File: config.mk
export PLATFORM = sky130hd
export DESIGN_NAME = pipe_stage_reg
export DESIGN_NICKNAME = d
export VERILOG_FILES = /design/src/rtl/pipe_stage_reg.sv
export SDC_FILE = /design/constraint.sdc
export NUM_CORES = 1
export LEC_CHECK = 0
export BUFFER_PORTS_ARGS = -buffer_cell sky130_fd_sc_hd__buf_2
export CAP_MARGIN = 15
export CORE_ASPECT_RATIO = 1.1
export CORE_MARGIN = 4
export CORE_UTILIZATION = 45
export DETAILED_ROUTE_END_ITERATION = 12
export PLACE_DENSITY = 0.79
export SKIP_LAST_GASP = 1
export SYNTH_ARGS = -nofsm -noshare
export SYNTH_HDL_FRONTEND = slang
export SYNTH_SLANG_ARGS = --single-unit
File: constraint.sdc
create_clock -name clk_i -period 1.5 [get_ports clk_i]
set_input_delay 0.3 -clock clk_i [delete_from_list [all_inputs] [get_ports clk_i]]
set_output_delay 0.3 -clock clk_i [all_outputs]
set_load 0.03 [all_outputs]
File: src/rtl/pipe_stage_reg.sv
// Pipeline stage register with valid/ready handshake, a 2-entry skid buffer and synchronous flush.
// Optional stall-cycle counter port stall_cnt_o is enabled by defining PIPE_STAGE_STALL_CNT_EN.
`timescale 1ns/1ps
module pipe_stage_reg #(
  parameter int unsigned          DATA_W   = 32,
  parameter int unsigned          PC_W     = 32,
  parameter logic [DATA_W-1:0]    NOP_DATA = {DATA_W{1'b0}}
) (
  input  logic              clk_i,
  input  logic              rst_n,
  input  logic              in_valid_i,
  output logic              in_ready_o,
  input  logic [DATA_W-1:0] in_data_i,
  input  logic [PC_W-1:0]   in_pc_i,
  input  logic              flush_i,
  output logic              out_valid_o,
  input  logic              out_ready_i,
  output logic [DATA_W-1:0] out_data_o,
  output logic [PC_W-1:0]   out_pc_o
`ifdef PIPE_STAGE_STALL_CNT_EN
  ,
  output logic [15:0]       stall_cnt_o
`endif
);

  typedef enum logic [1:0] {
    ST_EMPTY = 2'd0,
    ST_FULL  = 2'd1,
    ST_SKID  = 2'd2
  } state_e;

  state_e            state_q, state_d;
  logic [DATA_W-1:0] main_data_q, main_data_d;
  logic [PC_W-1:0]   main_pc_q, main_pc_d;
  logic [DATA_W-1:0] skid_data_q, skid_data_d;
  logic [PC_W-1:0]   skid_pc_q, skid_pc_d;
  logic              out_valid_q, out_valid_d;
  logic              in_ready_q, in_ready_d;
  logic              in_fire_s;
  logic              out_fire_s;

  assign in_fire_s  = in_valid_i & in_ready_q;
  assign out_fire_s = out_valid_q & out_ready_i;

  // Next-state and datapath selection; flush overrides every handshake event.
  always_comb begin
    state_d     = state_q;
    main_data_d = main_data_q;
    main_pc_d   = main_pc_q;
    skid_data_d = skid_data_q;
    skid_pc_d   = skid_pc_q;
    case (state_q)
      ST_EMPTY: begin
        if (in_fire_s) begin
          state_d     = ST_FULL;
          main_data_d = in_data_i;
          main_pc_d   = in_pc_i;
        end else begin
          state_d = ST_EMPTY;
        end
      end
      ST_FULL: begin
        if (in_fire_s && out_fire_s) begin
          main_data_d = in_data_i;
          main_pc_d   = in_pc_i;
        end else if (in_fire_s) begin
          // Downstream stalled: park the new word so ready can stay registered.
          state_d     = ST_SKID;
          skid_data_d = in_data_i;
          skid_pc_d   = in_pc_i;
        end else if (out_fire_s) begin
          state_d = ST_EMPTY;
        end else begin
          state_d = ST_FULL;
        end
      end
      ST_SKID: begin
        if (out_fire_s) begin
          state_d     = ST_FULL;
          main_data_d = skid_data_q;
          main_pc_d   = skid_pc_q;
        end else begin
          state_d = ST_SKID;
        end
      end
      default: begin
        state_d = ST_EMPTY;
      end
    endcase

    if (flush_i) begin
      state_d     = ST_EMPTY;
      main_data_d = NOP_DATA;
      main_pc_d   = {PC_W{1'b0}};
      skid_data_d = {DATA_W{1'b0}};
      skid_pc_d   = {PC_W{1'b0}};
    end else begin
      state_d = state_d;
    end

    out_valid_d = (state_d != ST_EMPTY);
    in_ready_d  = (state_d != ST_SKID);
  end

  // State and payload registers with synchronous active-low reset.
  always_ff @(posedge clk_i) begin
    if (!rst_n) begin
      state_q     <= ST_EMPTY;
      main_data_q <= NOP_DATA;
      main_pc_q   <= {PC_W{1'b0}};
      skid_data_q <= {DATA_W{1'b0}};
      skid_pc_q   <= {PC_W{1'b0}};
      out_valid_q <= 1'b0;
      in_ready_q  <= 1'b1;
    end else begin
      state_q     <= state_d;
      main_data_q <= main_data_d;
      main_pc_q   <= main_pc_d;
      skid_data_q <= skid_data_d;
      skid_pc_q   <= skid_pc_d;
      out_valid_q <= out_valid_d;
      in_ready_q  <= in_ready_d;
    end
  end

  assign in_ready_o  = in_ready_q;
  assign out_valid_o = out_valid_q;
  assign out_data_o  = main_data_q;
  assign out_pc_o    = main_pc_q;

`ifdef PIPE_STAGE_STALL_CNT_EN
  logic [15:0] stall_cnt_q, stall_cnt_d;

  // Saturating count of cycles where a valid word is held back; flush does not clear it.
  always_comb begin
    stall_cnt_d = stall_cnt_q;
    if (out_valid_q && !out_ready_i && (stall_cnt_q != 16'hFFFF)) begin
      stall_cnt_d = stall_cnt_q + 16'd1;
    end else begin
      stall_cnt_d = stall_cnt_q;
    end
  end

  // Stall counter register.
  always_ff @(posedge clk_i) begin
    if (!rst_n) begin
      stall_cnt_q <= 16'd0;
    end else begin
      stall_cnt_q <= stall_cnt_d;
    end
  end

  assign stall_cnt_o = stall_cnt_q;
`endif

endmodule

# ---- Word-level counts from Yosys, hierarchy flattened
# Index checks and enable logic that the tools add are counted.
dict set report word_totals {
  ff_bits 132
  out_inout_bits 66
  elab_cells 39
}
dict set report classes {
  eq_ne 6
  n_mux 15
  n_bitwise 4
  n_reduce_logical 7
}
# op n
set op_table {}
lappend op_table {{$mux 32} 6}
lappend op_table {{$pmux 32 s3} 2}
lappend op_table {{$mux 2} 4}
lappend op_table {{$ne 2x2->1 const B} 4}
lappend op_table {{$pmux 2 s3} 1}
lappend op_table {{$reduce_and 4->1} 1}
lappend op_table {{$reduce_and 3->1} 1}
lappend op_table {{$reduce_bool 3->1} 1}
lappend op_table {{$and 1x1->1} 2}
lappend op_table {{$eq 2x1->1 const B} 1}
lappend op_table {{$eq 2x2->1 const B} 1}
lappend op_table {{$logic_not 2->1} 1}
lappend op_table {{$mux 1} 2}
lappend op_table {{$not 1->1} 2}
lappend op_table {{$reduce_bool 2->1} 1}
lappend op_table {{$reduce_or 2->1} 1}
lappend op_table {{$logic_and 1x1->1} 1}

# ---- Depth between registers and ports, before layout
# Gate-level depths: netlist (run 1).
dict set report logic_depth {
  depth_word 7
  depth_mapped 6
  mapped_depth_nobuf 3
}

# ---- Least setup slack after synthesis (run 1)
# Ideal clock, no wire load.
dict set report synth_path {
  path_type {flip-flop to flip-flop}
  start {reg out_valid_q, in the netlist out_valid_o}
  end {reg main_data_q[25], in the netlist out_data_o[25]}
  t_arrival_ps 1534
  required_ps 1414
  setup_slack_ps -120
  stages_incl_launch_ff 6
  n_path_buf 2
  synth_period_minus_slack_ps 1620
  path_cell_list {dfxtp_1 and2_0 buf_2 clkbuf_1 a2111oi_0 a211oi_1}
}
dict set report synth_between {
  elab_chain_len 4
}
# element line_no
set synth_rtl {}
lappend synth_rtl {{from (decl)} 37} ;# logic out_valid_q, out_valid_d;
lappend synth_rtl {{from (signal assigned)} 121} ;# out_valid_q <= out_valid_d;
lappend synth_rtl {{$and 1x1->1 (*)} 43} ;# assign out_fire_s = out_valid_q & out_ready_i;
lappend synth_rtl {{$logic_and 1x1->1} 63} ;# if (in_fire_s && out_fire_s) begin
lappend synth_rtl {{$ne 2x2->1 (no line)} --}
lappend synth_rtl {{$reduce_and 4->1 (no line) (*)} --}
lappend synth_rtl {{to (signal assigned)} 117} ;# main_data_q <= main_data_d;
lappend synth_rtl {{to (decl)} 33} ;# logic [DATA_W-1:0] main_data_q, main_data_d;
# Every way passes the cells marked *; elsewhere a longest branch is shown, timed or not.
# A chain may end at the register's enable or synchronous reset.

# ---- Worst setup path in the final report (run 1)
dict set report layout_path {
  start {reg state_q[1]}
  end {reg main_pc_q[29], in the netlist out_pc_o[29]}
}
dict set report layout_between {
  elab_chain_len 3
}
# element line_no
set layout_rtl {}
lappend layout_rtl {{from (decl)} 32} ;# state_e state_q, state_d;
lappend layout_rtl {{from (signal assigned)} 116} ;# state_q <= state_d;
lappend layout_rtl {{$eq 2x1->1 (tied with other cells)} 52} ;# case (state_q)
lappend layout_rtl {{$ne 2x2->1 (no line) or $reduce_bool 3->1 (tied branches)} --}
lappend layout_rtl {{$reduce_and 4->1 (no line)} --}
lappend layout_rtl {{to (signal assigned)} 110} ;# main_pc_q <= {PC_W{1'b0}};
lappend layout_rtl {{to (signal assigned)} 118} ;# main_pc_q <= main_pc_d;
lappend layout_rtl {{to (decl)} 34} ;# logic [PC_W-1:0] main_pc_q, main_pc_d;
# Parallel ways exist; a longest one is shown, timed or not.

==> results of run 1 <==
==> layer usage <==
layer / up-vias / GRT usage [%] / wire length [um]
met1: 2781 / 30.57 / 7647
met3: 36 / 5.146 / 1229
li1: 2634 / - / -
met5: - / 0 / 0
met2: 284 / 35.79 / 8675
met4: 0 / 8.974 / 377
==> worst paths after layout <==
check / endpoint / slack [ns] / depth (start not counted)
max: out_pc_o[29]$_SDFFE_PP0P_ / -0.1 / 5
min: skid_data_q[18]$_SDFFE_PP0P_ / 0.15 / 3
max reg2reg: out_pc_o[29]$_SDFFE_PP0P_ / -0.1 / 5
min reg2reg: skid_pc_q[26]$_SDFFE_PP0P_ / 0.47 / 2
==> synth_stat cells <==
cell / n
o21bai_1: 1
nand2b_1: 2
buf_6: 2
a21oi_1: 65
a21o_1: 1
a21boi_0: 2
clkbuf_1: 55
buf_1: 3
a211o_1: 1
and3b_1: 1
nand2_1: 1
buf_2: 18
a2111oi_0: 64
o21ai_0: 64
dfxtp_1: 132
and4b_4: 1
nor3_1: 1
and4bb_2: 1
buf_4: 1
o31ai_1: 1
mux2i_1: 65
and2_0: 1
a211oi_1: 64
nand3b_1: 1
buf_8: 6
a21bo_2: 1
or3_1: 1
nand3_1: 64
==> logic make-up (layout without fill, tap and decap cells) <==
kind of cell,Yosys count,after routing,share of synthesized area [%]
and+or+nand+nor,74,74,6.768
DFF,132,132,45.09
buffers and inverters,85,206,7.302
muxes,65,65,11.10
AOI/OAI and AO/OA,264,264,29.74
==> final cells by class <==
| class | count | share of cell area, % |
|---|---|---|
| tap | 157 | 2.440 |
| sequential | 132 | 32.90 |
| multi-input combinational | 403 | 41.51 |
| timing repair buffer | 174 | 14.98 |
| clock buffer | 20 | 5.672 |
| clock inverter | 12 | 2.502 |
==> worst max-delay path, delay by kind of cell (launching register included) <==
kind | cells | cell delay [ns]
buffers and inverters | 2 | 0.31
and+or+nand+nor | 1 | 0.21
DFF | 1 | 0.34
AOI/OAI and AO/OA | 2 | 0.58
==> registers in the layout, summed over array words and instances (netlist names) <==
register / count
skid_data_q: 32
out_valid_o: 1
skid_pc_q: 32
in_ready_o: 1
out_data_o: 32
state_q: 2
out_pc_o: 32
==> power groups by stage <==
stage	sequential [uW]	clock (uW)	combinational [uW]
finish	3700	4590	1450
global route	3710	4770	1540
CTS	3690	4640	1300
detailed placement	3760	0	1190
global placement	3750	0	1150
floorplan	3930	0	574
==> timing repair <==
| action | CTS | global route |
|---|---|---|
| cloned | 1 | 0 |
| pin swaps | 1 | 1 |
| setup endpoints to repair | 64 | 84 |
| resized for setup | 64 | 71 |
==> stage by stage <==
| stage | std cells | setup TNS, ns | hold WS (ns) | worst slack [ns] | cell area (sq um) |
|---|---|---|---|---|---|
| final | 898 | -1.336 | 0.1468 | -0.09785 | 8051 |
| after global placement | 865 | -0.3020 | 0.4592 | -0.04098 | 6830 |
| after detailed placement | 865 | -3.423 | 0.4659 | -0.1435 | 6830 |
| after floorplan | 620 | -0.3611 | 0.4477 | -0.006203 | 5866 |
| after global routing | 898 | -6.367 | 0.1454 | -0.1620 | 8051 |
| after CTS | 898 | -0.7943 | 0.1348 | -0.04761 | 7694 |
==> results.toml, run 1 <==
[layout]
regArea_sq_mm = 0.002649
fillCellCount = 972
fin_util_pct = 63.41
n_antenna_cell = 0
layout_common_cells = "buf_2 (134), dfxtp_1 (129), mux2i_1 (65), a21oi_1 (65)"
drive_gt1_share_pct = 37.79
fin_nets = 797
syn_to_final_growth_pct = 37.38
layout_commonest_cell = "buf_2"
multi_input_area_sq_mm = 0.003342

[synth]
synthTopCellsByArea = "dfxtp_1 (45%), mux2i_1 (11%), a2111oi_0 (9.6%)"
synth_cells = 620
syn_avg_cell_area_sq_um = 9.453
ys_seq_area_share_pct = 45.09
yosysTopAreaCellShare_pct = 45.09
syn-num-nets = 689
synth_cell_types = 28
synth.cell_area_sq_mm = 0.005861
synth-seq-cells = 132
ys_warn_count = 0
yosys.area.top_type = "dfxtp_1"

[sta]
slew_violations = 0
finClkSkew_ns = 0.008213
slew_headroom_pct = 69.50
rsz0062_at_grt = "yes"
clock.fmax_ghz = 0.6258
fin_crit_ns = 1.598
setup_viol = 48
final_hold_viol_count = 0
worst_pin_slew_ns = 0.4564
setup_slack_ns = -0.09785
period_share_pct = 106.5

[power]
leakagePower_uw = 0.003358
vdd_drop_max_mv = 0.5934
clkPwrFrac_pct = 47.1
p_int_uw = 7212
power_density_mw_per_mm2 = 1210
p_sw_uw = 2535
seqPwrFrac_pct = 38.0
totalPowerFinal_uw = 9746
switching_share_pct = 26.01
power_frac_comb_pct = 14.9

[global_routing]
grt_first_pass_wirelength_um = 27370
grt_use_total_pct = 22.86
grt-ovfl-total = 0
grt_pass1_vias = 5504
grt_max_degree = 67
antenna_found_initial = 0

[critical_path]
cp-start-kind = "register"
required_ns = 1.77
worstPathArrival_ns = 1.87
critPathKind = "reg -> reg"
end_kind = "register"
crit_start = "state_q[1]$_SDFF_PN0_"
cp_slowest_cell = "a2111oi_1"
worstPathCellList = "buf_4, and4b_4, buf_12, a2111oi_1, a211oi_1"
worstPathMaxFanout = 27
reg2reg_from = "state_q[1]$_SDFF_PN0_"
slowest_delay_ns = 0.48

[routing]
drc = 0
drt_iter0_markers = 649
num_vias = 5735
viasPerCell = 6.386
ant_nets = 0
first_pass_iters = 6
detail_route.wl_per_cell_um = 19.97
wirelength_um = 17930

[cts]
post_cts_buffers = 0
htree_levels = 4
cts.path.max_buffers = 2
root_buffer = "clkbuf_16"
path_clk_slew_ns = 0.06
cts-buffers-inserted = 17
cts_tree = "done"
numClockSinks = 132
cts_hold_buf = 0
insertion_delay_ns = 0.41

[die]
core-area_sq_mm = 0.01270
die_h_um = 127.7
die_width_um = 116.8
die-area_sq_mm = 0.01492
rows = 43
start_util_pct = 46.16
pin_count = 135

[worst_hold_path]
min_from = "in_data_i[18]"
hp-class = "in -> reg"

[run]
cap_viol_max_count = 0

[run_status]
violations = "setup timing"
status = "complete, but fails checks"

[placed_design]
gp_congestion = 0.8007
port_buffers = 134
hpwl_um = 11060
(Power assumes the default switching activity.)
==> run 2: changes to the inputs <==
--- a/config.mk
+++ b/config.mk
@@ -12,7 +12,6 @@
 export CORE_UTILIZATION = 45
 export DETAILED_ROUTE_END_ITERATION = 12
 export PLACE_DENSITY = 0.79
-export SKIP_LAST_GASP = 1
 export SYNTH_ARGS = -nofsm -noshare
 export SYNTH_HDL_FRONTEND = slang
 export SYNTH_SLANG_ARGS = --single-unit
==> run 2 against run 1 <==
Compared with the run above: the flow still finishes with violations (setup timing); flip-flop and latch count did not move; combinational power increased by 12%; die area did not move; fmax grew 0.52%; clock skew hardly changed; largest cell class unchanged.
==> results.toml, run 2 (synthesis gave the netlist of run 1 again) <==
[critical_path]
worst-path-buf-inv = 2
crit_family = "compound AO/OA/AOI/OAI gates"
timing.rr.end = "out_data_o[9]$_SDFFE_PP0P_"
reg2reg_from = "state_q[1]$_SDFF_PN0_"
worstPathMaxFanout = 17
slowest_delay_ns = 0.36
required_ns = 1.81
cp-start-kind = "register"
worstPathCellList = "buf_6, and4b_4, a211o_4, buf_12, a211oi_1"
reg2reg_slack_ns = -0.09
end_kind = "register"
cp_slowest_cell = "dfxtp_4"
crit_start = "state_q[1]$_SDFF_PN0_"
critPathKind = "reg -> reg"
rr_worst_depth = 5
worstPathArrival_ns = 1.90

[cts]
insertion_delay_ns = 0.42
cts_hold_buf = 0
path_clk_slew_ns = 0.06
post_cts_buffers = 0
cts-buffers-inserted = 17
root_buffer = "clkbuf_16"
cts.path.max_buffers = 2
numClockSinks = 132
cts_tree = "done"
htree_levels = 4

[power]
totalPowerFinal_uw = 9957
vdd_drop_max_mv = 0.6092
power_density_mw_per_mm2 = 1170
leakagePower_uw = 0.003468

[die]
die_h_um = 127.7
core-area_sq_mm = 0.01270
die-area_sq_mm = 0.01492
pin_count = 135
rows = 43
start_util_pct = 46.16
die_width_um = 116.8

[layout]
fillCellCount = 909
layout_commonest_cell = "buf_2"
fin_nets = 801
final_area_sq_mm = 0.008509
regArea_sq_mm = 0.002651
multi_input_area_sq_mm = 0.003717
drive_gt1_share_pct = 42.01
n_antenna_cell = 0
layout_common_cells = "buf_2 (134), dfxtp_1 (129), mux2i_1 (65), a21oi_1 (65)"
syn_to_final_growth_pct = 45.20

[placed_design]
port_buffers = 134
hpwl_um = 11060
gp_congestion = 0.8007
dpl_cell_area_sq_mm = 0.006830

[sta]
tns_ns = -0.9295
period_share_pct = 106.0
timing.hold.ws_ns = 0.1429
slew_headroom_pct = 71.40
final_hold_viol_count = 0
setup_slack_ns = -0.08966
rsz0062_at_grt = "yes"
slew_violations = 0
worst_pin_slew_ns = 0.4181
setup_viol = 45
fin_crit_ns = 1.590
clock.fmax_ghz = 0.6291
finClkSkew_ns = 0.008429

[worst_hold_path]
hp-class = "in -> reg"
min_from = "in_pc_i[13]"
hold_depth = 3
hold_end = "skid_pc_q[13]$_SDFFE_PP0P_"

[global_routing]
grt_busiest_layer = "met2"
grt_max_degree = 67
grt_first_pass_wirelength_um = 27460
grt_use_met2_pct = 36.16
grt_pass1_vias = 5516
grt-ovfl-total = 0
grt_use_total_pct = 22.90
use_met1_pct = 30.31
use_met3_pct = 5.146
antenna_found_initial = 0

[run_status]
violations = "setup timing"
status = "complete, but fails checks"

[routing]
detail_route.wl_per_cell_um = 21.12
viasPerCell = 6.409
num_vias = 5781
wirelength_um = 19050
first_pass_iters = 5
drc = 0
ant_nets = 0
drt_iter0_markers = 595

[run]
cap_viol_max_count = 0
## run 2: changes by cell type in the layout (fill, tap and decap cells not counted), sizes merged
cell,delta
clkbuf,+2
buf,+1
and3b,+1
## run 2: stage by stage
stage | cells | utilization (%) | setup WS [ns]
6_report | 902 | 67.02 | -0.08966
5_1_grt | 902 | 67.02 | -0.1456
4_1_cts | 898 | 60.79 | -0.04751
3_5_place_dp | 865 | 53.79 | -0.1435
3_3_place_gp | 865 | 53.79 | -0.04098
2_1_floorplan | 620 | - | -0.006203
## run 2: worst min-delay path: cells and delay by family
family                 cells  cell delay, ns
AND/OR/NAND/NOR            1            0.06
buffers and inverters      1            0.11
AO/OA/AOI/OAI              1            0.05
## run 2: worst max-delay path by stage
stage,depth (start not counted),slack (ns),endpoint
4_1_cts,5,-0.05,out_data_o[20]$_SDFFE_PP0P_
3_3_place_gp,5,-0.04,out_data_o[6]$_SDFFE_PP0P_
3_5_place_dp,5,-0.14,out_pc_o[17]$_SDFFE_PP0P_
2_1_floorplan,5,-0.006,out_data_o[25]$_SDFFE_PP0P_
6_report,5,-0.09,out_data_o[9]$_SDFFE_PP0P_
5_1_grt,5,-0.15,out_data_o[28]$_SDFFE_PP0P_
## run 2: per-layer routing
| layer | share of wire (%) | wire [um] |
|---|---|---|
| met4 | 1.8 | 334 |
| met3 | 6.8 | 1291 |
| met5 | 0 | 0 |
| met1 | 41 | 7886 |
| met2 | 50 | 9536 |
## run 2: timing repair
| item | 4_1_cts | 5_1_grt |
|---|---|---|
| pin swaps | 1 | 2 |
| gates cloned | 1 | 4 |
| gates resized for setup | 69 | 124 |
| endpoints found under the setup margin | 64 | 86 |
## run 2: where the power goes
part	leakage, uW	internal [uW]	switching, uW	total, uW
combinational	0.00208	639	988	1630
clock	0.000317	3040	1570	4610
sequential	0.00107	3620	97.4	3720
## run 2: layout make-up
cell class,count,share of cell area (%)
clock buffers,20,5.367
clock inverters,12,2.367
multi-input cells,404,43.68
flip-flops and latches,132,31.16
well taps,157,2.308
repair buffers,177,15.12
